--- config.mk ---
export PLATFORM = sky130hd
export DESIGN_NAME = alu_arbiter
export DESIGN_NICKNAME = d
export VERILOG_FILES = /design/src/rtl/alu_pkg.sv /design/src/rtl/rr_arbiter.sv /design/src/rtl/alu_arbiter.sv
export SDC_FILE = /design/constraint.sdc
export NUM_CORES = 1
export LEC_CHECK = 0
export ABC_AREA = 0
export ABC_CLOCK_PERIOD_IN_PS = 2300
export BUFFER_PORTS_ARGS = -buffer_cell sky130_fd_sc_hd__buf_2
export CAP_MARGIN = 0
export CELL_PAD_IN_SITES_DETAIL_PLACEMENT = 0
export CELL_PAD_IN_SITES_GLOBAL_PLACEMENT = 1
export CORE_MARGIN = 1
export CORE_UTILIZATION = 33
export DETAILED_ROUTE_END_ITERATION = 7
export PLACE_DENSITY = 0.92
export SKIP_CTS_REPAIR_TIMING = 1
export SLEW_MARGIN = 10
export SYNTH_ARGS = -nofsm -noshare
export SYNTH_HDL_FRONTEND = slang
export SYNTH_SLANG_ARGS = --single-unit
--- constraint.sdc ---
create_clock -name clk -period 2.3 [get_ports clk]
set_input_delay 0.345 -clock clk [delete_from_list [all_inputs] [get_ports clk]]
set_output_delay 0.345 -clock clk [all_outputs]
set_load 0.05 [all_outputs]
--- src/rtl/alu_pkg.sv ---
// Shared types and constants for the ALU arbiter slice.
// Opcode encoding, arbiter FSM state encoding and response flag bit positions.
package alu_pkg;

    typedef enum logic [1:0] {
        OP_ADD = 2'b00,
        OP_MUL = 2'b01,
        OP_DIV = 2'b10,
        OP_RSV = 2'b11
    } op_e;

    typedef logic [1:0] arb_state_e;

    localparam arb_state_e IDLE = 2'd0;
    localparam arb_state_e WAIT = 2'd1;
    localparam arb_state_e RESP = 2'd2;

    localparam int unsigned FLAG_N = 3;
    localparam int unsigned FLAG_Z = 2;
    localparam int unsigned FLAG_C = 1;
    localparam int unsigned FLAG_V = 0;

endpackage

--- src/rtl/rr_arbiter.sv ---
// Round-robin request picker: first asserted request at or after the pointer
// wins, searching upward and wrapping at NREQ.
module rr_arbiter #(
    parameter int unsigned NREQ = 2
) (
    input  logic [NREQ-1:0]         req_i,
    input  logic [$clog2(NREQ)-1:0] ptr_i,
    output logic [NREQ-1:0]         grant_o,
    output logic [$clog2(NREQ)-1:0] idx_o,
    output logic                    valid_o
);

    localparam int unsigned IdxW = $clog2(NREQ);

    // One extra bit so ptr + offset cannot overflow before the wrap.
    logic [IdxW:0] cand;

    always_comb begin
        grant_o = '0;
        idx_o   = '0;
        valid_o = 1'b0;
        cand    = '0;
        for (int unsigned i = 0; i < NREQ; i++) begin
            cand = {1'b0, ptr_i} + (IdxW + 1)'(i);
            if (cand >= (IdxW + 1)'(NREQ)) begin
                cand = cand - (IdxW + 1)'(NREQ);
            end
            if (!valid_o && req_i[cand[IdxW-1:0]]) begin
                valid_o                 = 1'b1;
                grant_o[cand[IdxW-1:0]] = 1'b1;
                idx_o                   = cand[IdxW-1:0];
            end
        end
    end

endmodule

--- src/rtl/alu_arbiter.sv ---
// Shares one combinational ALU between NREQ requesters: round-robin accept, registered
// ALU drive, settle wait, result capture, response hand-back. Option: ALU_DIVZERO_EN.
module alu_arbiter
    import alu_pkg::*;
#(
    parameter int unsigned WIDTH   = 31,
    parameter int unsigned NREQ    = 2,
    parameter int unsigned ALU_LAT = 1
) (
    input  logic                      clk,
    input  logic                      rst_n,
    input  logic [NREQ-1:0]           req_valid,
    output logic [NREQ-1:0]           req_ready,
    input  logic [NREQ*(WIDTH+1)-1:0] req_a,
    input  logic [NREQ*(WIDTH+1)-1:0] req_b,
    input  logic [NREQ*2-1:0]         req_op,
    input  logic [NREQ-1:0]           req_ci,
    output logic                      rsp_valid,
    input  logic                      rsp_ready,
    output logic [$clog2(NREQ)-1:0]   rsp_id,
    output logic [WIDTH:0]            rsp_out,
    output logic [3:0]                rsp_flags,
    output logic                      rsp_err,
    output logic [WIDTH:0]            alu_a,
    output logic [WIDTH:0]            alu_b,
    output logic [1:0]                alu_op,
    output logic                      alu_ci,
    input  logic [WIDTH:0]            alu_out,
    input  logic                      alu_co,
    input  logic                      alu_neg,
    input  logic                      alu_zero,
    input  logic                      alu_carry,
    input  logic                      alu_ovf
);

    localparam int unsigned DW   = WIDTH + 1;
    localparam int unsigned IdxW = $clog2(NREQ);
    localparam int unsigned CntW = (ALU_LAT > 1) ? $clog2(ALU_LAT) : 1;

    localparam logic [CntW-1:0] CntLast = CntW'(ALU_LAT - 1);
    localparam logic [IdxW-1:0] IdxLast = IdxW'(NREQ - 1);

    arb_state_e      state_q, state_d;
    logic [IdxW-1:0] ptr_q, ptr_d;
    logic [CntW-1:0] cnt_q, cnt_d;
    logic [DW-1:0]   alu_a_q, alu_a_d;
    logic [DW-1:0]   alu_b_q, alu_b_d;
    logic [1:0]      alu_op_q, alu_op_d;
    logic            alu_ci_q, alu_ci_d;
    logic [IdxW-1:0] rsp_id_q, rsp_id_d;
    logic [DW-1:0]   rsp_out_q, rsp_out_d;
    logic [3:0]      rsp_flags_q, rsp_flags_d;
    logic            rsp_err_q, rsp_err_d;
    logic            rsp_valid_q, rsp_valid_d;

    logic [NREQ-1:0] grant;
    logic [IdxW-1:0] grant_idx;
    logic            grant_vld;

    logic [DW-1:0]   a_sel, b_sel;
    logic [1:0]      op_sel;
    logic            ci_sel;
    logic            reject;

    // Carry comes from the dedicated flag input; the raw carry-out is not needed.
    logic            unused_co;
    assign unused_co = alu_co;

    rr_arbiter #(
        .NREQ (NREQ)
    ) u_rr_arbiter (
        .req_i   (req_valid),
        .ptr_i   (ptr_q),
        .grant_o (grant),
        .idx_o   (grant_idx),
        .valid_o (grant_vld)
    );

    always_comb begin
        a_sel  = '0;
        b_sel  = '0;
        op_sel = '0;
        ci_sel = 1'b0;
        for (int unsigned i = 0; i < NREQ; i++) begin
            if (grant[i]) begin
                a_sel  = req_a[i*DW +: DW];
                b_sel  = req_b[i*DW +: DW];
                op_sel = req_op[i*2 +: 2];
                ci_sel = req_ci[i];
            end
        end
    end

`ifdef ALU_DIVZERO_EN
    assign reject = (op_sel == OP_RSV) || ((op_sel == OP_DIV) && (b_sel == '0));
`else
    assign reject = (op_sel == OP_RSV);
`endif

    always_comb begin
        state_d     = state_q;
        ptr_d       = ptr_q;
        cnt_d       = cnt_q;
        alu_a_d     = alu_a_q;
        alu_b_d     = alu_b_q;
        alu_op_d    = alu_op_q;
        alu_ci_d    = alu_ci_q;
        rsp_id_d    = rsp_id_q;
        rsp_out_d   = rsp_out_q;
        rsp_flags_d = rsp_flags_q;
        rsp_err_d   = rsp_err_q;
        rsp_valid_d = rsp_valid_q;

        case (state_q)
            IDLE: begin
                if (grant_vld) begin
                    ptr_d    = (grant_idx == IdxLast) ? '0 : grant_idx + 1'b1;
                    rsp_id_d = grant_idx;
                    cnt_d    = '0;
                    if (reject) begin
                        // Rejected ops never touch the ALU; answer on the next cycle.
                        rsp_out_d   = '0;
                        rsp_flags_d = '0;
                        rsp_err_d   = 1'b1;
                        rsp_valid_d = 1'b1;
                        state_d     = RESP;
                    end else begin
                        alu_a_d  = a_sel;
                        alu_b_d  = b_sel;
                        alu_op_d = op_sel;
                        alu_ci_d = ci_sel;
                        state_d  = WAIT;
                    end
                end
            end
            WAIT: begin
                if (cnt_q == CntLast) begin
                    rsp_out_d           = alu_out;
                    rsp_flags_d[FLAG_N] = alu_neg;
                    rsp_flags_d[FLAG_Z] = alu_zero;
                    rsp_flags_d[FLAG_C] = alu_carry;
                    rsp_flags_d[FLAG_V] = alu_ovf;
                    rsp_err_d           = 1'b0;
                    rsp_valid_d         = 1'b1;
                    state_d             = RESP;
                end else begin
                    cnt_d = cnt_q + 1'b1;
                end
            end
            RESP: begin
                if (rsp_ready) begin
                    rsp_valid_d = 1'b0;
                    state_d     = IDLE;
                end
            end
            default: begin
                rsp_valid_d = 1'b0;
                state_d     = IDLE;
            end
        endcase
    end

    always_ff @(posedge clk or negedge rst_n) begin
        if (!rst_n) begin
            state_q     <= IDLE;
            ptr_q       <= '0;
            cnt_q       <= '0;
            alu_a_q     <= '0;
            alu_b_q     <= '0;
            alu_op_q    <= '0;
            alu_ci_q    <= 1'b0;
            rsp_id_q    <= '0;
            rsp_out_q   <= '0;
            rsp_flags_q <= '0;
            rsp_err_q   <= 1'b0;
            rsp_valid_q <= 1'b0;
        end else begin
            state_q     <= state_d;
            ptr_q       <= ptr_d;
            cnt_q       <= cnt_d;
            alu_a_q     <= alu_a_d;
            alu_b_q     <= alu_b_d;
            alu_op_q    <= alu_op_d;
            alu_ci_q    <= alu_ci_d;
            rsp_id_q    <= rsp_id_d;
            rsp_out_q   <= rsp_out_d;
            rsp_flags_q <= rsp_flags_d;
            rsp_err_q   <= rsp_err_d;
            rsp_valid_q <= rsp_valid_d;
        end
    end

    // Accept pulse is combinational, so it is masked while reset is held.
    assign req_ready = (rst_n && (state_q == IDLE)) ? grant : '0;

    assign rsp_valid = rsp_valid_q;
    assign rsp_id    = rsp_id_q;
    assign rsp_out   = rsp_out_q;
    assign rsp_flags = rsp_flags_q;
    assign rsp_err   = rsp_err_q;
    assign alu_a     = alu_a_q;
    assign alu_b     = alu_b_q;
    assign alu_op    = alu_op_q;
    assign alu_ci    = alu_ci_q;

endmodule

After elaboration in Yosys (flattened, before gate mapping)
Index checks and enable logic that the tools add are counted.
{"block": "word_totals", "elab_cells": 94, "out_inout_bits": 108, "regBits": 110, "input_bits": 176}
{"block": "op_classes", "n_eq_ne": 7, "reduce_logical": 13, "magnitude_cmp": 6, "add_sub_neg": 5, "bitwise_logic": 2, "mux": 49}
{"operator": "32-bit two-way mux", "count": 7}
{"operator": "32-bit case mux with 2 select lines", "count": 1}
{"operator": "1-bit two-way mux", "count": 22}
{"operator": "2-bit two-way mux", "count": 9}
{"operator": "4-bit two-way mux", "count": 3}
{"operator": "2-bit != test (second input constant)", "count": 4}
{"operator": "4-bit case mux with 2 select lines", "count": 1}
{"operator": "4-bit AND reduction", "count": 2}
{"operator": "2-bit case mux with 3 select lines", "count": 1}
{"operator": "3-bit AND reduction", "count": 2}
{"operator": "2-bit == test (second input constant)", "count": 2}
{"operator": "1-bit logical AND", "count": 4}
{"operator": "1-bit by 2-bit < comparator with 1-bit output (second input constant)", "count": 2}
{"operator": "1-bit case mux with 2 select lines", "count": 2}
{"operator": "2-bit AND reduction", "count": 2}
{"operator": "1-bit case mux with 3 select lines", "count": 1}
{"operator": "1-bit adder (second input constant)", "count": 2}
{"operator": "1-bit by 1-bit adder with 2-bit output (second input constant)", "count": 1}
{"operator": "1-bit demux with 1-bit select", "count": 2}
{"operator": "2-bit by 1-bit == test with 1-bit output (second input constant)", "count": 1}
{"operator": "1-bit greater-or-equal comparator (second input constant)", "count": 2}
{"operator": "1-bit by 2-bit greater-or-equal comparator with 1-bit output (second input constant)", "count": 1}
{"operator": "2-bit greater-or-equal comparator (second input constant)", "count": 1}
{"operator": "2-bit zero test", "count": 1}
{"operator": "5 further kinds", "count": 6}

Depth between registers and ports, before layout
Gate-level depths: netlist (run 1).
{"block": "depth", "ltp_word": 15, "depth_mapped": 7, "mapped_depth_nobuf": 4}

Cells and area by module
A second synthesis (run 1) with hierarchy kept.
{"block": "unflattened", "cells_unflattened": 420, "hier_area_um2": 5102.4}
{"mod": "alu_arbiter", "area_each_um2": 5069.9, "cells_each": 415, "seq_area_each_um2": 2727.6, "instances": 1}
{"mod": "rr_arbiter", "area_each_um2": 32.5, "cells_each": 5, "seq_area_each_um2": 0.0, "instances": 1}

Least setup slack after synthesis (run 1)
OpenSTA, ideal clock, no wires.
{"block": "synth_path", "path_kind": "reg-to-output", "start": "register ptr_q", "end": "output port req_ready[1]", "arrival_time_ps": 1719, "stages_incl_launch_ff": 7, "t_required_ps": 1955, "path_buffers": 3, "setup_slack_ps": 236, "cell_sequence": "dfrtp_1 > nand2b_1 > and2_1 > clkbuf_1 > buf_2 > clkbuf_1 > and3_1"}
{"block": "synth_between", "elab_chain_cells": 10, "elab_cells_between_ends": 28, "classes_between": "add/sub (3); order compare (6); mux (14); bitwise (1); reduce/logical (4)"}
{"element": "from (decl)", "line_no": "alu_arbiter.sv:44", "source": "logic [IdxW-1:0] ptr_q, ptr_d;"}
{"element": "from (signal assigned)", "line_no": "alu_arbiter.sv:179", "source": "ptr_q <= ptr_d;"}
{"element": "1-bit by 1-bit adder with 2-bit output (tied with other cells)", "line_no": "rr_arbiter.sv:24", "source": "cand = {1'b0, ptr_i} + (IdxW + 1)'(i);"}
{"element": "2-bit greater-or-equal comparator (tied with other cells)", "line_no": "rr_arbiter.sv:25", "source": "if (cand >= (IdxW + 1)'(NREQ)) begin"}
{"element": "1-bit two-way mux (tied with other cells)", "line_no": "rr_arbiter.sv:25"}
{"element": "1-bit by 2-bit < comparator with 1-bit output (implied by the code) (tied with other cells)", "line_no": "rr_arbiter.sv:30", "source": "grant_o[cand[IdxW-1:0]] = 1'b1;"}
{"element": "1-bit logical AND (implied by the code) or 1-bit two-way mux (tied branches)", "line_no": "rr_arbiter.sv:30"}
{"element": "1-bit two-way mux (implied by the code) or 1-bit demux with 1-bit select (tied branches)"}
{"element": "1-bit demux with 1-bit select or 2-bit two-way mux (tied branches)"}
{"element": "2-bit bitwise OR (no source line)"}
{"element": "2-bit two-way mux *", "line_no": "rr_arbiter.sv:28", "source": "if (!valid_o && req_i[cand[IdxW-1:0]]) begin"}
{"element": "2-bit two-way mux *", "line_no": "alu_arbiter.sv:194", "source": "assign req_ready = (rst_n && (state_q == IDLE)) ? grant : '0;"}
{"element": "to (decl)", "line_no": "alu_arbiter.sv:13", "source": "output logic [NREQ-1:0] req_ready,"}
Mark *: on every way between the ends. The rest lies on a longest branch, timed or not. The select of a mux whose other input is x is not followed.

Worst setup path after layout (run 1)
Ends and elaborated chain as after synthesis.

==> results.toml, run 1 <==
[status]
status = "finished, final reports clean"

[power]
leakage_nw = 3.563
p_per_area_nw_per_um2 = 1686
p_sw_mw = 6.082
p_clk_frac = 0.135
pwr-share-seq = 0.287
p_total_mw = 11.83
power.internal_mw = 5.746
p_sw_frac = 0.5142
ir_drop_mv = 0.6408
combPwrFrac = 0.578

[sta]
finalSetupTns_ns = 0
finClkSkew_ns = 0.008658
slew_headroom = 0.5829
fin_crit_sh = 0.9260
drv_slew = 0
setup_violations = 0
tightestPinTransition_ns = 0.6256
rsz0062_at_grt = "false"
finalCriticalPeriod_ns = 2.130
hold_ws_ns = 0.2261
fmax_mhz = 469.5
hold_viol = 0

[worst_setup_path]
cpMaxStageDelayCell = "dfrtp_1"
slowest_delay_ns = 0.43
r2r_start = "ptr_q"
ff2ff_path_depth = 5
worstPathArrival_ns = 1.78
end_kind = "output port"
reg2reg_to = "alu_a[14]"
critPathMaxFanout = 33
crit_required_ns = 1.96
timing_worst_setup_path_type = "flip-flop to output port"
start_kind = "flip-flop"
cp-startpoint = "ptr_q"
path_cells = "nand2b_1 > and2_2 > buf_8 > and3_1 > clkbuf_4"
r2r_setup_slack_ns = 0.25

[floorplanning]
die_h_um = 125.9
start_util = 0.3435
die_w_um = 125.9
io_pins = 284
core_area_um2 = 14750
dieArea_um2 = 15850
num_rows = 44

[global_route]
grt_pass1_vias = 4300
grt_max_degree = 108
grt_pass1_wl_mm = 21.65
grt.overflow.total = 0
grt_usage = 0.1734
antenna_found_initial = 0

[yosys]
ys_seq_area_frac = 0.5383
yosysTopAreaCell = "dfrtp_1"
synth_area_um2 = 5067
synth_nets = 590
ys_top_cells_by_area = "dfrtp_1, mux2_1, a22o_1, a22oi_1, nand2b_1"
ys_ff_latch = 109
yosysWarningCount = 0
synth_cell_types = 26
synth_top_area_frac = 0.5383
synthCells = 414
syn-mean-instance-area_um2 = 12.24

[cells_and_area]
n_fill_cell = 1412
area_delta_synth_final_pct = 38.47
fin_area_um2 = 7017
nets = 860
drive_gt1_frac = 0.4673
fin_cells = 873
diodes = 0

[placed_design]
gp_congestion = 0.7260
placed_area_um2 = 6690
port-buffer-count = 282
place_hpwl_mm = 9.964
dp.cells = 856

[worst_hold_path]
min_to = "rsp_out[2]"
hp-class = "input port to flip-flop"
min_from = "alu_out[2]"
hold_path_depth = 3

[drt]
wl_met3_um = 920
drt-met1-wl_mm = 5.866
dr.pass1.iters = 4
num_vias = 4406
viasPerCell = 5.047
top_layer = "met4"
drtIter0Drc = 147
dr_wl_met2_mm = 6.610
drc = 0
detail_route.wl_per_cell_um = 15.55
routed_wl_mm = 13.57
detail-route-antenna-nets = 0

[clock_network]
clock_latency_ns = 0.35
cts_sinks = 109
path_clk_slew_ns = 0.07
cts_tree = "yes"
cts-root-buf = "clkbuf_16"
h-tree-depth = 3
cts_buffer_depth = 2
cts_buffers = 9

[run]
max_cap_violations = 0
[registers in the layout, summed over array words and instances (netlist names)]
name,cells
alu_a,32
alu_b,32
alu_ci,1
alu_op,2
ptr_q,1
rsp_err,1
rsp_flags,4
rsp_id,1
rsp_out,32
rsp_valid,1
state_q,2
[worst max-delay path by stage]
stage	endpoint	cells after the start
finish	req_ready[1]	5
detailed placement	alu_a[14]	6
global placement	alu_a[14]	6
global route	req_ready[1]	5
CTS	req_ready[1]	5
floorplan	req_ready[1]	6
[synthesized netlist by cell type (all sizes together)]
cell and number:
dfrtp 109, a22o 66, mux2 65, nand2b 37
o21ai 37, a22oi 36, clkbuf 28, buf 10
a21oi 6, nor2 3, a21boi 2, a32oi 2
and3 2, inv 2, o31a 2, a31oi 1
and2 1, nand2 1, nor2b 1, nor3 1
o21a 1, or4 1
[layout make-up]
cell class / count / area, um2 / area share
flip-flops and latches: 109 / 2728 / 0.3887
multi-input cells: 265 / 2168 / 0.3090
repair buffers: 297 / 1580 / 0.2252
clock buffers: 12 / 246.5 / 0.03513
well taps: 184 / 230.2 / 0.03281
clock inverters: 4 / 56.30 / 0.008024
inverters: 2 / 7.507 / 0.001070
[power by group through the flow]
stage,registers (mW),logic [mW],clock network [mW]
6_report,3.40,6.84,1.59
5_1_grt,3.51,7.27,1.74
2_1_floorplan,6.50,2.11,0
4_1_cts,3.40,6.89,1.65
3_5_place_dp,3.43,6.89,0
3_3_place_gp,3.38,6.81,0
[critical path: cells and delay by family (launching register included)]
family,cells,cell delay [ns]
and+or+nand+nor,3,0.62
DFF,1,0.43
buffers and inverters,2,0.38
[layer usage]
metal,GRT usage,vias up
met4,0.05032,0
met2,0.2951,188
met3,0.04843,12
met1,0.2140,2109
li1,-,2097
met5,0,-
[per-stage QoR]
step           utilization  setup slack, ns
6_report            0.4756           0.1702
5_1_grt             0.4756          0.03074
4_1_cts             0.4740          0.03184
3_5_place_dp        0.4534           0.2688
3_3_place_gp        0.4534           0.3080
2_1_floorplan            -           0.2361
[layout by cell type (no fill, tap or decap), types with 2 or more instances in the layout]
cell type / synthesis / layout
buf_2: 4 / 280
mux2_2: 7 / 7
dfrtp_1: 109 / 109
inv_1: 2 / 2
buf_4: 0 / 10
a22o_1: 66 / 66
a21oi_1: 6 / 6
o21ai_0: 37 / 37
nor2_1: 3 / 2
a32oi_1: 2 / 2
buf_12: 0 / 3
clkinv_4: 0 / 2
clkbuf_1: 28 / 2
and3_1: 2 / 2
o31a_1: 2 / 2
a22oi_1: 36 / 36
mux2_1: 58 / 58
clkbuf_16: 0 / 9
nand2b_1: 37 / 37
[logic make-up after synthesis]
kind of cell,count (synthesis),share of synthesized area
and+or+nand+nor,47,0.05605
muxes,65,0.1444
DFF,109,0.5383
buffers and inverters,40,0.03802
AOI/OAI and AO/OA,153,0.2232
Power figures use the tool's default switching activity.
==> run 2, diff against run 1 <==
--- a/config.mk
+++ b/config.mk
@@ -5,14 +5,14 @@
 export SDC_FILE = /design/constraint.sdc
 export NUM_CORES = 1
 export LEC_CHECK = 0
-export ABC_AREA = 0
+export ABC_AREA = 1
 export ABC_CLOCK_PERIOD_IN_PS = 2300
 export BUFFER_PORTS_ARGS = -buffer_cell sky130_fd_sc_hd__buf_2
 export CAP_MARGIN = 0
 export CELL_PAD_IN_SITES_DETAIL_PLACEMENT = 0
 export CELL_PAD_IN_SITES_GLOBAL_PLACEMENT = 1
 export CORE_MARGIN = 1
-export CORE_UTILIZATION = 33
+export CORE_UTILIZATION = 30
 export DETAILED_ROUTE_END_ITERATION = 7
 export PLACE_DENSITY = 0.92
 export SKIP_CTS_REPAIR_TIMING = 1
==> run 2 against run 1 <==
  * Final cell count grew 36%
  * Combinational power decreased by 8.8%
  * Hold slack worse by 0.041 ns
  * Clock skew grew 0.0046 ns
  * Cell area up 1.5%
  * Critical path depth fell by 1
  * Power decreased by 7.4%
  * Largest power group unchanged
  * Global-route usage increased by 0.57 points
  * Sequential cell count did not move
  * First-iteration DRC count increased by 33%
  * Clock-buffer cell count down 2
==> results.toml, run 2 <==
[global_route]
grt_usage = 0.1790
grt_max_degree = 107
grt_pass1_wl_mm = 25.28
grt.overflow.total = 0
antenna_found_initial = 0
grt_pass1_vias = 4901

[placed_design]
gp_congestion = 0.7463
place_hpwl_mm = 11.18
pre_cts_slack_ns = 0.4301
port-buffer-count = 282
placed_area_um2 = 6825

[worst_setup_path]
cp-startpoint = "state_q[1]"
r2r_setup_slack_ns = 0.46
cpMaxStageDelayCell = "dfrtp_1"
start_kind = "flip-flop"
path_cells = "nor2_4 > buf_4 > and3_1 > buf_2"
critPathMaxFanout = 29
crit_required_ns = 1.96
r2r_start = "ptr_q"
crit_family = "buffers and inverters"
critPathBufInv = 2
worstPathArrival_ns = 1.70
slowest_delay_ns = 0.43
end_kind = "output port"
timing_worst_setup_path_type = "flip-flop to output port"

[power]
p_sw_mw = 6.088
pwr-share-seq = 0.291
combPwrFrac = 0.570
p_per_area_nw_per_um2 = 1537
p_clk_frac = 0.139
ir_drop_mv = 0.6831
power.internal_mw = 4.864
p_sw_frac = 0.5559
leakage_nw = 4.375

[cells_and_area]
final_common_cell = "nand2_1"
multi_input_area_um2 = 2238
fin_area_um2 = 7124
drive_gt1_frac = 0.3302
seq_area_um2 = 2728
n_fill_cell = 1742
area_delta_synth_final_pct = 37.11
nets = 1137
final_cell_mix = "nand2_1, buf_2, dfrtp_1"
diodes = 0

[yosys]
synth_nets = 879
syn-mean-instance-area_um2 = 7.392
ys.flop_type = "dfrtp_1"
synth_top_area_frac = 0.5249
synth_cell_types = 19
synth_edf_count = 0
synth_common_cells = "nand2_1, dfrtp_1, nand4_1, clkbuf_1, buf_2"
synthCells = 703
synthArstFlopShare = 1.000
yosysTopAreaCell = "dfrtp_1"
ys_seq_area_frac = 0.5249
ys_ff_latch = 109
yosysWarningCount = 0
yosysMostFrequentCell = "nand2_1"
ys_top_cells_by_area = "dfrtp_1, nand2_1, nand4_1, buf_2, clkbuf_1"
synth_area_um2 = 5196

[worst_hold_path]
min_from = "alu_out[13]"
hp-class = "input port to flip-flop"

[sta]
finalSetupTns_ns = 0
fmax_mhz = 489.9
fin_crit_sh = 0.8875
setup_violations = 0
drv_slew = 0
tightestPinTransition_ns = 0.5606
setup_ws_ns = 0.2586
hold_viol = 0
finalCriticalPeriod_ns = 2.041
rsz0062_at_grt = "false"
finClkSkew_ns = 0.01324
slew_headroom = 0.6262

[drt]
detail-route-antenna-nets = 0
num_vias = 5281
viasPerCell = 4.453
dr.pass1.iters = 4
routed_wl_mm = 15.97
drc = 0
drtIter0Drc = 195
detail_route.wl_per_cell_um = 13.47

[floorplanning]
die_w_um = 133.6
num_rows = 47
die_h_um = 133.6
start_util = 0.3100
core_area_um2 = 16760
dieArea_um2 = 17850
io_pins = 284

[clock_network]
cts_buffer_depth = 2
cts_sinks = 109
cts-root-buf = "clkbuf_16"
path_clk_slew_ns = 0.08
h-tree-depth = 3
cts_tree = "yes"
clock_latency_ns = 0.36
cts_buffers = 9

[status]
status = "finished, final reports clean"

[run]
max_cap_violations = 0
==> run 2: cell types whose count changed in the layout (fill, tap and decap cells not counted), sizes merged, moves of 6 or more <==
cell / change
a22o: -66
mux2: -65
a22oi: -36
inv: +10
a21oi: -6
nand2: +448
nand2b: -37
nand4: +67
nor2: +6
o21ai: -36
==> run 2: layout make-up <==
cell class	count	share of cell area
clock buffers	10	0.03214
clock inverters	6	0.007727
inverters	10	0.005269
multi-input cells	535	0.3142
flip-flops and latches	109	0.3829
well taps	220	0.03864
repair buffers	296	0.2192
==> run 2: logic make-up after synthesis <==
family                 count (synthesis)  share of synthesized area
AOI/OAI and AO/OA                      4                   0.005779
buffers and inverters                 59                    0.04984
DFF                                  109                     0.5249
and+or+nand+nor                      531                     0.4195
==> run 2: worst register-to-register path, stage by stage, from the launching register on <==
cell	delay, ns
dfrtp_1	0.44
inv_2	0.11
nand2_1	0.07
nand3_1	0.07
nand2_1	0.10
nand2_2	0.23
nand2_1	0.13
nand2_1	0.08
buf_4	0.36
nand2_1	0.11
nand2_1	0.08
==> run 2: path summary, 6_finish.rpt <==
path                                 to  cells after the start
max                        req_ready[1]                      4
min                         rsp_out[13]                      3
max reg2reg                 rsp_out[25]                     10
min in group asynchronous        rsp_id                      2
min reg2reg                    alu_b[1]                      2
max in group asynchronous     alu_a[27]                      3
==> run 2: layer usage <==
layer  up-vias  part of all wire  track usage
met2       197              0.49       0.3015
met3        25             0.057      0.03158
met5         -                 0            0
met1      2324              0.43       0.2260
met4         0             0.023      0.07449
li1       2735                 -            -
==> run 2: metrics by stage <==
| step | power (mW) | hold slack [ns] | cells | utilization |
|---|---|---|---|---|
| after floorplan | 7.852 | 0.04941 | 703 | - |
| after global placement | 9.449 | 0.1792 | 1169 | 0.4072 |
| after detailed placement | 9.533 | 0.1804 | 1169 | 0.4072 |
| after CTS | 11.09 | -0.2047 | 1185 | 0.4242 |
| after global routing | 11.63 | 0.1742 | 1186 | 0.4251 |
| final | 10.95 | 0.1851 | 1186 | 0.4251 |
==> run 2: power groups by stage <==
stage | registers [mW] | logic, mW | clock network, mW
5_1_grt | 3.29 | 6.70 | 1.64
4_1_cts | 3.20 | 6.31 | 1.59
3_5_place_dp | 3.22 | 6.31 | 0
3_3_place_gp | 3.19 | 6.26 | 0
6_report | 3.19 | 6.24 | 1.52
2_1_floorplan | 6.04 | 1.82 | 0
==> run 3, diff against run 2 <==
--- a/config.mk
+++ b/config.mk
@@ -9,12 +9,10 @@
 export ABC_CLOCK_PERIOD_IN_PS = 2300
 export BUFFER_PORTS_ARGS = -buffer_cell sky130_fd_sc_hd__buf_2
 export CAP_MARGIN = 0
-export CELL_PAD_IN_SITES_DETAIL_PLACEMENT = 0
-export CELL_PAD_IN_SITES_GLOBAL_PLACEMENT = 1
 export CORE_MARGIN = 1
-export CORE_UTILIZATION = 30
+export CORE_UTILIZATION = 45
 export DETAILED_ROUTE_END_ITERATION = 7
-export PLACE_DENSITY = 0.92
+export PLACE_DENSITY = 0.93
 export SKIP_CTS_REPAIR_TIMING = 1
 export SLEW_MARGIN = 10
 export SYNTH_ARGS = -nofsm -noshare
==> run 3 against run 2 <==
  * Clock power rose by 3%
  * Worst setup slack got worse by 0.086 ns
  * Global-route usage rose by 6.9 points
  * Largest cell class unchanged
  * Wire length fell by 6.6%
  * Critical path depth did not move
  * Die area fell by 33%
==> results.toml, run 3 (synthesis gave the netlist of run 2 again) <==
[status]
status = "finished, final reports clean"

[clock_network]
h-tree-depth = 3
cts_tree = "yes"
clock_latency_ns = 0.34
cts_buffers = 9
path_clk_slew_ns = 0.08
cts-root-buf = "clkbuf_16"
cts_sinks = 109
cts_buffer_depth = 2

[cells_and_area]
area_delta_synth_final_pct = 35.18
drive_gt1_frac = 0.3288
final_cell_mix = "nand2_1, buf_2, dfrtp_1"
nets = 1136
final_common_cell = "nand2_1"
fin_area_um2 = 7024
diodes = 0
utilization = 0.6368

[drt]
dr.pass1.iters = 4
drtIter0Drc = 339
detail-route-antenna-nets = 0
num_vias = 5472
detail_route.wl_per_cell_um = 13.52
drc = 0
routed_wl_mm = 14.92
viasPerCell = 4.957

[placed_design]
gp_congestion = 0.8349
place_hpwl_mm = 10.64
port-buffer-count = 282
placed_area_um2 = 6718

[global_route]
grt_usage = 0.2480
grt_pass1_wl_mm = 23.03
grt.overflow.total = 0
grt_pass1_vias = 4886
antenna_found_initial = 0
grt_max_degree = 96

[sta]
setup_violations = 0
rsz0062_at_grt = "false"
fin_crit_sh = 0.9247
finClkSkew_ns = 0.01043
slew_headroom = 0.5723
fmax_mhz = 470.2
finalCriticalPeriod_ns = 2.127
tightestPinTransition_ns = 0.6416
drv_slew = 0
hold_ws_ns = 0.1989
hold_viol = 0
finalSetupTns_ns = 0

[power]
p_sw_frac = 0.5489
leakage_nw = 4.376
p_clk_frac = 0.141
combPwrFrac = 0.566
ir_drop_mv = 0.9722
power.internal_mw = 4.961
p_per_area_nw_per_um2 = 1566
p_sw_mw = 6.037
pwr-share-seq = 0.293

[worst_setup_path]
cpMaxStageDelayCell = "buf_4"
path_cells = "nor2_4 > buf_4 > and3_1 > buf_2"
crit_required_ns = 1.96
timing_worst_setup_path_type = "flip-flop to output port"
start_kind = "flip-flop"
critPathMaxFanout = 44
worstPathArrival_ns = 1.78
slowest_delay_ns = 0.43
end_kind = "output port"

[floorplanning]
die_h_um = 109.5
io_pins = 284
dieArea_um2 = 11980
num_rows = 38
core_area_um2 = 11030
start_util = 0.4711
die_w_um = 109.5

[run]
max_cap_violations = 0

[worst_hold_path]
hp-class = "input port to flip-flop"
## run 3: per-layer routing
metal	routed length, um	share of wire	global-route usage
met5	0	0	0
met4	363	0.024	0.1029
met3	970	0.065	0.04742
met2	7470	0.50	0.4353
met1	6118	0.41	0.2979
## run 3: power groups by stage
stage	combinational [mW]	clock, mW	sequential, mW
floorplan	1.82	0	6.04
global placement	6.14	0	3.20
detailed placement	6.25	0	3.23
CTS	6.25	1.58	3.22
global route	6.67	1.65	3.32
finish	6.22	1.56	3.22
## run 3: worst max-delay path: cells and delay by family (launching register included)
kind          cells  cell delay [ns]
simple gates      2             0.31
buf+inv           2             0.70
flops             1             0.42
## run 3: worst paths after layout
check	from	endpoint	slack (ns)	depth (start not counted)
max	state_q[1]	req_ready[1]	0.17	4
min	alu_out[4]	rsp_out[4]	0.20	3
min reg2reg	alu_a[2]	alu_a[2]	0.46	2
max in group asynchronous	rst_n	alu_b[4]	1.05	3
max reg2reg	ptr_q	rsp_out[24]	0.51	10
min in group asynchronous	rst_n	alu_b[2]	0.47	2
## run 3: per-stage QoR
step           power [mW]  cells  setup WS [ns]
6_report            11.00   1104         0.1731
3_3_place_gp        9.336   1088         0.5353
2_1_floorplan       7.852    703         0.2918
5_1_grt             11.64   1104        0.06593
3_5_place_dp        9.487   1088         0.4991
4_1_cts             11.05   1103         0.1490
## run 3: area by class of cell
class | count | area (um2)
Clock buffer | 9 | 225.2
Clock inverter | 6 | 71.32
Fill cell | 950 | 4006
Inverter | 10 | 37.54
Multi-Input combinational cell | 535 | 2236
Sequential cell | 109 | 2728
Tap cell | 140 | 175.2
Timing Repair Buffer | 295 | 1551
